`src/rtl/inst_assembler.sv`:
```
// RV32I program loader: encodes symbolic instruction descriptors, range-checks
// their immediates and writes the machine words to consecutive IROM addresses.
module inst_assembler #(
    parameter int ADDR_W    = 14,
    parameter int BASE_ADDR = 0
) (
    input  logic              clk_i,
    input  logic              rst_i,
    input  logic              start_i,
    input  logic              op_valid_i,
    output logic              op_ready_o,
    input  logic [4:0]        op_i,
    input  logic [4:0]        rd_i,
    input  logic [4:0]        rs1_i,
    input  logic [4:0]        rs2_i,
    input  logic [31:0]       imm_i,
    input  logic              last_i,
    output logic              wen_o,
    output logic [ADDR_W-1:0] waddr_o,
    output logic [31:0]       wdata_o,
    input  logic              wack_i,
    output logic              busy_o,
    output logic              done_o,
    output logic              err_o,
    output logic [1:0]        err_code_o,
    output logic [ADDR_W:0]   count_o
);

    typedef enum logic [2:0] {S_IDLE, S_LOAD, S_WRITE, S_DONE, S_ERR} state_t;

    localparam logic [6:0]      OPC_R    = 7'b0110011;
    localparam logic [6:0]      OPC_I    = 7'b0010011;
    localparam logic [6:0]      OPC_LW   = 7'b0000011;
    localparam logic [6:0]      OPC_JALR = 7'b1100111;
    localparam logic [6:0]      OPC_S    = 7'b0100011;
    localparam logic [6:0]      OPC_B    = 7'b1100011;
    localparam logic [6:0]      OPC_U    = 7'b0110111;
    localparam logic [6:0]      OPC_J    = 7'b1101111;
    localparam logic [6:0]      F7_ALT   = 7'b0100000;
    localparam logic [ADDR_W:0] FULL     = {1'b1, {ADDR_W{1'b0}}};

    state_t            state_q, state_d;
    logic [ADDR_W-1:0] ptr_q, ptr_d, waddr_q, waddr_d;
    logic [31:0]       wdata_q, wdata_d;
    logic [ADDR_W:0]   count_q, count_d;
    logic [1:0]        err_code_q, err_code_d;
    logic              last_q, last_d;

    logic [31:0] enc_word;
    logic        enc_illegal, enc_range;
    logic [2:0]  f3;
    logic [6:0]  f7;
    logic        imm_i_ok, imm_sh_ok, imm_b_ok, imm_j_ok, imm_u_ok;

    // R-type funct3, indexed by op 0..7
    function automatic logic [2:0] r_f3(input logic [2:0] sel);
        case (sel)
            3'd2:       r_f3 = 3'b111;
            3'd3:       r_f3 = 3'b110;
            3'd4:       r_f3 = 3'b100;
            3'd5:       r_f3 = 3'b001;
            3'd6, 3'd7: r_f3 = 3'b101;
            default:    r_f3 = 3'b000;
        endcase
    endfunction

    // I-ALU funct3 for addi/andi/ori/xori, indexed by op-8
    function automatic logic [2:0] i_f3(input logic [1:0] sel);
        case (sel)
            2'd1:    i_f3 = 3'b111;
            2'd2:    i_f3 = 3'b110;
            2'd3:    i_f3 = 3'b100;
            default: i_f3 = 3'b000;
        endcase
    endfunction

    // Branch funct3 for beq/bne/blt/bge, indexed by op-18
    function automatic logic [2:0] b_f3(input logic [1:0] sel);
        case (sel)
            2'd1:    b_f3 = 3'b001;
            2'd2:    b_f3 = 3'b100;
            2'd3:    b_f3 = 3'b101;
            default: b_f3 = 3'b000;
        endcase
    endfunction

    // An immediate fits a signed field when every bit above the field matches its sign
    assign imm_i_ok  = (imm_i[31:11] == '0) || (imm_i[31:11] == '1);
    assign imm_sh_ok = (imm_i[31:5] == '0);
    assign imm_b_ok  = !imm_i[0] && ((imm_i[31:12] == '0) || (imm_i[31:12] == '1));
    assign imm_j_ok  = !imm_i[0] && ((imm_i[31:20] == '0) || (imm_i[31:20] == '1));
    assign imm_u_ok  = (imm_i[11:0] == '0);

    always_comb begin
        enc_word    = 32'd0;
        enc_illegal = 1'b0;
        enc_range   = 1'b0;
        f3          = 3'b000;
        f7          = 7'd0;
        case (op_i)
            5'd0, 5'd1, 5'd2, 5'd3, 5'd4, 5'd5, 5'd6, 5'd7: begin
                f3       = r_f3(op_i[2:0]);
                f7       = (op_i == 5'd1 || op_i == 5'd7) ? F7_ALT : 7'd0;
                enc_word = {f7, rs2_i, rs1_i, f3, rd_i, OPC_R};
            end
            5'd8, 5'd9, 5'd10, 5'd11: begin
                f3        = i_f3(op_i[1:0]);
                enc_range = !imm_i_ok;
                enc_word  = {imm_i[11:0], rs1_i, f3, rd_i, OPC_I};
            end
            5'd12, 5'd13, 5'd14: begin
                f3        = (op_i == 5'd12) ? 3'b001 : 3'b101;
                f7        = (op_i == 5'd14) ? F7_ALT : 7'd0;
                enc_range = !imm_sh_ok;
                enc_word  = {f7, imm_i[4:0], rs1_i, f3, rd_i, OPC_I};
            end
            5'd15: begin
                enc_range = !imm_i_ok;
                enc_word  = {imm_i[11:0], rs1_i, 3'b010, rd_i, OPC_LW};
            end
            5'd16: begin
                enc_range = !imm_i_ok;
                enc_word  = {imm_i[11:0], rs1_i, 3'b000, rd_i, OPC_JALR};
            end
            5'd17: begin
                enc_range = !imm_i_ok;
                enc_word  = {imm_i[11:5], rs2_i, rs1_i, 3'b010, imm_i[4:0], OPC_S};
            end
            5'd18, 5'd19, 5'd20, 5'd21: begin
                f3        = b_f3(op_i[1:0] - 2'd2);
                enc_range = !imm_b_ok;
                enc_word  = {imm_i[12], imm_i[10:5], rs2_i, rs1_i, f3,
                             imm_i[4:1], imm_i[11], OPC_B};
            end
            5'd22: begin
                enc_range = !imm_u_ok;
                enc_word  = {imm_i[31:12], rd_i, OPC_U};
            end
            5'd23: begin
                enc_range = !imm_j_ok;
                enc_word  = {imm_i[20], imm_i[10:1], imm_i[11], imm_i[19:12], rd_i, OPC_J};
            end
            default: enc_illegal = 1'b1;
        endcase
    end

    always_comb begin
        state_d    = state_q;
        ptr_d      = ptr_q;
        waddr_d    = waddr_q;
        wdata_d    = wdata_q;
        count_d    = count_q;
        err_code_d = err_code_q;
        last_d     = last_q;
        case (state_q)
            S_LOAD: begin
                if (op_valid_i) begin
                    if (enc_illegal) begin
                        err_code_d = 2'b01;
                        state_d    = S_ERR;
                    end else if (enc_range) begin
                        err_code_d = 2'b10;
                        state_d    = S_ERR;
                    end else begin
                        wdata_d = enc_word;
                        waddr_d = ptr_q;
                        last_d  = last_i;
                        state_d = S_WRITE;
                    end
                end
            end
            S_WRITE: begin
                if (wack_i) begin
                    ptr_d   = ptr_q + ADDR_W'(1);
                    count_d = count_q + (ADDR_W + 1)'(1);
                    // A final word that exactly fills memory still completes the load
                    if (last_q) begin
                        state_d = S_DONE;
                    end else if (count_d == FULL) begin
                        err_code_d = 2'b11;
                        state_d    = S_ERR;
                    end else begin
                        state_d = S_LOAD;
                    end
                end
            end
            default: begin
                if (start_i) begin
                    ptr_d      = ADDR_W'(BASE_ADDR);
                    count_d    = '0;
                    err_code_d = 2'b00;
                    state_d    = S_LOAD;
                end
            end
        endcase
    end

    always_ff @(posedge clk_i) begin
        if (rst_i) begin
            state_q    <= S_IDLE;
            ptr_q      <= '0;
            waddr_q    <= '0;
            wdata_q    <= '0;
            count_q    <= '0;
            err_code_q <= 2'b00;
            last_q     <= 1'b0;
        end else begin
            state_q    <= state_d;
            ptr_q      <= ptr_d;
            waddr_q    <= waddr_d;
            wdata_q    <= wdata_d;
            count_q    <= count_d;
            err_code_q <= err_code_d;
            last_q     <= last_d;
        end
    end

    assign op_ready_o = (state_q == S_LOAD);
    assign wen_o      = (state_q == S_WRITE);
    assign busy_o     = (state_q == S_LOAD) || (state_q == S_WRITE);
    assign done_o     = (state_q == S_DONE);
    assign err_o      = (state_q == S_ERR);
    assign err_code_o = err_code_q;
    assign waddr_o    = waddr_q;
    assign wdata_o    = wdata_q;
    assign count_o    = count_q;

endmodule

```
`config.mk`:
```
export PLATFORM = sky130hd
export DESIGN_NAME = inst_assembler
export DESIGN_NICKNAME = d
export VERILOG_FILES = /design/src/rtl/inst_assembler.sv
export SDC_FILE = /design/constraint.sdc
export NUM_CORES = 1
export LEC_CHECK = 0
export ABC_AREA = 0
export CAP_MARGIN = 20
export CORE_MARGIN = 4
export CORE_UTILIZATION = 50
export CTS_BUF_LIST = sky130_fd_sc_hd__clkbuf_2 sky130_fd_sc_hd__clkbuf_4 sky130_fd_sc_hd__clkbuf_8
export CTS_CLUSTER_DIAMETER = 60
export DETAILED_ROUTE_END_ITERATION = 8
export PLACE_DENSITY = 0.91
export SYNTH_ARGS = -nofsm -noshare
export SYNTH_HDL_FRONTEND = slang
export SYNTH_SLANG_ARGS = --single-unit
```
`constraint.sdc`:
```
create_clock -name clk_i -period 5.25 [get_ports clk_i]
set_clock_uncertainty 0.05 [all_clocks]
set_input_delay 0.7875 -clock clk_i [delete_from_list [all_inputs] [get_ports clk_i]]
set_output_delay 0.7875 -clock clk_i [all_outputs]
set_load 0.02 [all_outputs]
```
**After elaboration in Yosys (flattened, before gate mapping)**

Index checks and enable logic that the tools add are counted.

- Equal/unequal tests: 48
- Reductions and logical operators: 32
- $add $sub $neg: 3
- Bitwise gates (word level): 2
- Multiplexer cells: 30

Operator list:

| operator | number |
|---|---|
| 32-bit one-hot mux with 9 select lines | 1 |
| 5-bit by 4-bit equality test with 1-bit output, second input constant | 8 |
| 5-bit equality test, second input constant | 8 |
| 15-bit 2-to-1 mux | 2 |
| 15-bit one-hot mux with 2 select lines | 1 |
| 14-bit 2-to-1 mux | 2 |
| 14-bit one-hot mux with 2 select lines | 1 |
| 27-bit zero test | 1 |
| 12-bit zero test | 2 |
| 3-bit 2-to-1 mux | 8 |
| 24-bit OR reduction | 1 |
| 21-bit equality test, second input constant | 1 |
| 21-bit zero test | 1 |
| 20-bit equality test, second input constant | 1 |
| 5-bit by 3-bit equality test with 1-bit output, second input constant | 4 |
| 20-bit zero test | 1 |
| 3-bit one-hot mux with 3 select lines | 2 |
| 15-bit by 1-bit adder with 15-bit output, second input constant | 1 |
| 15-bit equality test, second input constant | 1 |
| 3-bit equality test, second input constant | 5 |
| 3-bit one-hot mux with 5 select lines | 1 |
| 14-bit by 1-bit adder with 14-bit output, second input constant | 1 |
| 2-bit 2-to-1 mux | 7 |
| 12-bit equality test, second input constant | 1 |
| 29 further kinds | 53 |

- Register bits after elaboration: 81
- Output and inout port bits: 68

**Depth between registers and ports, before layout**

- Word-level depth: 9
- Gate-level depth with buffers: 12
- Mapped depth without buffers: 9

**Least setup slack after synthesis**

No wires, ideal clock.

- Kind: input-to-reg
- Start: in op_i[0]
- End: reg last_q
- Cell stages on the path: 12
- Path slack: 2.044 ns
- Path buffers: 3
- Data arrival time: 3.029 ns
- Data required time: 5.072 ns
- Library setup time: 0.128 ns
- Path through: inv_1 ha_1 buf_2 nor4_4 nor3_1 or3_1 a32o_1 nor4_2 buf_6 buf_12 mux2i_1 nor2_1

- Cells in the longest elaborated chain, start to end: 5

Ends and longest elaborated chain:

| item | line | text |
|---|---|---|
| start: declaration | 12 | `input logic [4:0] op_i,` |
| 5-bit by 4-bit equality test with 1-bit output / 5-bit equality test (equally long branches) | 100 | `case (op_i)` |
| 7-bit OR reduction (no line) (tied with other cells) | n/a |  |
| 1-bit one-hot mux with 5 select lines | 100 |  |
| 1-bit NOT (no line) | n/a |  |
| 4-bit AND reduction (no line) (*) | n/a |  |
| end signal: assignment | 214 | `last_q <= last_d;` |
| end: declaration | 47 | `logic last_q, last_d;` |

Mark *: on every way between the ends. The rest lies on a longest branch, timed or not.
A chain may end at the register's enable or synchronous reset.

**Worst setup path after layout**

Same ends and word-level chain as after synthesis.

==> metrics.md <==
| Metric | Value |
|---|---|
| Critical path endpoint category | `flop` |
| Startpoint Class | `input port` |
| Critical Path AT | `approximately 4.2 ns` |
| Drt drc | `0` |
| Max cap viols | `0` |
| Crit path time final | `4.033 ns` |
| Max Fclk | `between 0.2 and 0.25 GHz` |
| IO Pins | `~130` |
| Final period util | `approximately 77%` |
| Initial Utilization | `between 50% and 60%` |
| Vias in the first global route | `4497` |
| Max-slew headroom | `roughly 42%` |
| Yosys warns | `0` |
| Reg clk slew, reported paths | `~0.090 ns` |
| PortBufs | `around 130` |
| Drt first pass iters | `6` |
| Core area | `about 0.0088 mm²` |
| Gr usage total | `between 20% and 30%` |
| Initial DRC count | `about 350` |
| PostCTS Resize Cnt | `0` |
| R2R cell count | `8` |
| Via count | `~4700` |
| Final hold violations | `0` |
| Final setup margin | `between 1 and 1.5 ns` |
| Final Routed Wirelength | `approximately 13 mm` |
| Outcome | `complete, no violations` |
| Largest net degree at the start of global routing | `between 60 and 70` |
| Number of core rows | `34` |
| Post-CTS repair timing setup buffer count | `0` |
| Clk sinks | `80` |
| Fillers | `730` |
| Post-cts hold buffer count | `0` |
| Htree depth | `3` |
| Sequential-to-total area share from yosys stat | `a little over a third` |
| Area grow syn2layout | `29.35%` |
| HP Class | `reg2reg` |
| Synth cell types | `between 60 and 70` |
| Setup-failing EPs final | `0` |
| Mapped Nets | `a little over 600` |
| Power Density | `between 200 and 300 mW/mm²` |
| Post-Synthesis Cells | `about 550` |
| Worst-path maximum fanout | `45` |
| CP startpoint | `op_i[0]` |
| WL per Instance | `~18 µm` |
| Synthesized flop and latch total | `80` |
| Clock Tree Buf Depth | `2` |
| Initial antenna violation count | `0` |
| Final TNS setup | `0 ns` |
| Static leakage | `approximately 2 nW` |
| Total CTS buffers | `9` |
| CP required | `between 5 and 6 ns` |
| Via density | `6.132` |
| Total power | `between 1.5 and 2 mW` |
| Ant. Diodes | `0` |
| Peak supply drop | `0.0002449 V` |
| Root Buffer | `clkbuf_8` |
| Die Wd | `a little over 100 µm` |
| EDFF count, synth | `0` |
| Synthesized area per cell | `between 8 and 9 µm²` |
| Netlist Area Pre-Place | `0.004596 mm²` |
| Async S/R FF share, synth | `0%` |
| Launch point of the worst reg-to-reg path | `state_q[1]` |
| Actual slew at the worst max-slew pin | `between 0.8 and 0.9 ns` |
| TritonCTS clock tree | `built` |
| Die H | `roughly 100 µm` |
| Max Transition Viols Final | `0` |
| Critical path class | `in2reg` |
| Layout Nets | `718` |
| Post-route ant nets | `0` |
| Dpl ws | `roughly 0.85 ns` |
| Worst-Skew Late Latency | `between 0.3 and 0.4 ns` |
| FF-to-FF End | `ptr_q[6]` |
| Total gr overflow | `0` |
| R2R setup slack | `2.07 ns` |
| First-pass GRT wire length | `between 20 and 25 mm` |
| Proportion of layout cells with a drive suffix above 1 | `9.437%` |
| Estimated wirelength of the detail-placed design | `around 10 mm` |
| RSZ-0062 raised after global routing | `no` |
| Crit path to | `last_q` |
| Synth Flop Type | `dfxtp_1` |
| Die area | `roughly 0.011 mm²` |
| GPL Wtd Cong | `between 0.9 and 1` |
==> power breakdown <==
| part | switching [mW] | leakage (nW) | internal, mW | total [mW] |
|---|---|---|---|---|
| clock network | 0.258 | 0.0965 | 0.181 | 0.440 |
| registers | 0.0308 | 0.646 | 0.642 | 0.673 |
| logic | 0.290 | 1.26 | 0.209 | 0.498 |
| total | 0.579 | 2.00 | 1.03 | 1.61 |
==> logic make-up after synthesis <==
group / Yosys count / synth area share (%)
flops: 80 / 34.85
buf+inv: 52 / 6.561
xor+xnor: 12 / 2.287
compound gates: 144 / 24.15
mux: 21 / 4.574
fa+ha+maj: 8 / 2.178
simple gates: 235 / 25.40
==> critical path, cell delays in order <==
cell             delay, ns
clkdlybuf4s50_1       0.57
inv_1                 0.11
ha_1                  0.32
nor4_4                0.36
nor3_1                0.15
or3_1                 0.44
a32o_1                0.30
nor4_4                0.24
buf_4                 0.57
mux2i_1               0.27
nor2_1                0.05
==> metal layers <==
layer	GRT usage [%]	vias to the layer above	routed length (µm)
li1	-	2220	-
met1	32.92	2172	5804
met2	39.74	270	6252
met3	5.711	29	1172
met4	7.787	0	257
met5	0	-	0
==> synth_stat cells (8+ instances only) <==
| master | number | area, µm² |
|---|---|---|
| mux2i_1 | 21 | 210.2 |
| a21oi_1 | 33 | 165.2 |
| nor3_1 | 17 | 85.08 |
| nor4_1 | 8 | 50.05 |
| a211oi_2 | 26 | 325.3 |
| nand2b_1 | 10 | 62.56 |
| ha_1 | 8 | 100.1 |
| nand2_1 | 26 | 97.59 |
| inv_1 | 11 | 41.29 |
| clkbuf_1 | 22 | 82.58 |
| nand4_1 | 12 | 75.07 |
| nand3_1 | 16 | 80.08 |
| a22oi_1 | 18 | 135.1 |
| dfxtp_1 | 80 | 1602 |
| nor2_1 | 101 | 379.1 |
| o21ai_0 | 19 | 95.09 |
==> worst min path at each step <==
| stage | to | startpoint | slack, ns | depth (start not counted) |
|---|---|---|---|---|
| 2_1_floorplan | ptr_q[6] | ptr_q[6] | 0.42 | 2 |
| 3_3_place_gp | wdata_o[3] | wdata_o[3] | 0.43 | 2 |
| 3_5_place_dp | waddr_o[9] | waddr_o[9] | 0.43 | 2 |
| 4_1_cts | waddr_o[9] | waddr_o[9] | 0.45 | 2 |
| 5_1_grt | waddr_o[9] | waddr_o[9] | 0.47 | 2 |
| 6_report | waddr_o[11] | waddr_o[11] | 0.45 | 2 |
==> sequential cells by signal, summed over array words and instances, names as in the netlist <==
| name | flops |
|---|---|
| count_o | 15 |
| state_q | 3 |
| last_q | 1 |
| wdata_o | 31 |
| waddr_o | 14 |
| ptr_q | 14 |
| err_code_o | 2 |
==> layout by cell type, fill, tap and decap left out, types with 3 or more instances in the layout <==
cell	count
nor2_1	101
xor2_1	6
or2_2	4
or4_1	5
xnor2_1	6
and3_1	6
nand2_1	26
nor2_2	6
nor3_1	17
clkbuf_8	9
nor4_1	8
a21o_1	3
mux2i_1	21
a222oi_1	4
ha_1	8
nand3_1	16
nand4_1	12
nor3b_1	4
o21ai_0	19
a211oi_1	6
nand2b_1	10
dfxtp_1	80
a21oi_1	33
clkdlybuf4s50_1	124
inv_6	3
buf_4	4
a211oi_2	26
a22oi_1	18
a31oi_1	6
inv_1	11
a311oi_1	3
and4_1	3
or3_1	6
o22ai_1	4
==> cell type report <==
type / count / area, µm² / area share [%]
Multi-Input combinational cell: 420 / 2701 / 45.44
Inverter: 11 / 41.29 / 0.6946
Clock buffer: 9 / 123.9 / 2.084
Sequential cell: 80 / 1602 / 26.94
Tap cell: 108 / 135.1 / 2.273
Timing Repair Buffer: 130 / 1281 / 21.55
Clock inverter: 7 / 60.06 / 1.010
==> metrics by stage <==
step | cells | utilization, % | hold WS [ns] | cell area, µm²
after CTS | 764 | 67.12 | 0.4549 | 5939
after detailed placement | 748 | 65.05 | 0.4297 | 5756
after global routing | 765 | 67.18 | 0.4736 | 5944
after floorplan | 552 | - | 0.4207 | 4596
after global placement | 748 | 65.05 | 0.4251 | 5756
final | 765 | 67.18 | 0.4489 | 5944
No activity file was read; power rests on OpenSTA's default activity.
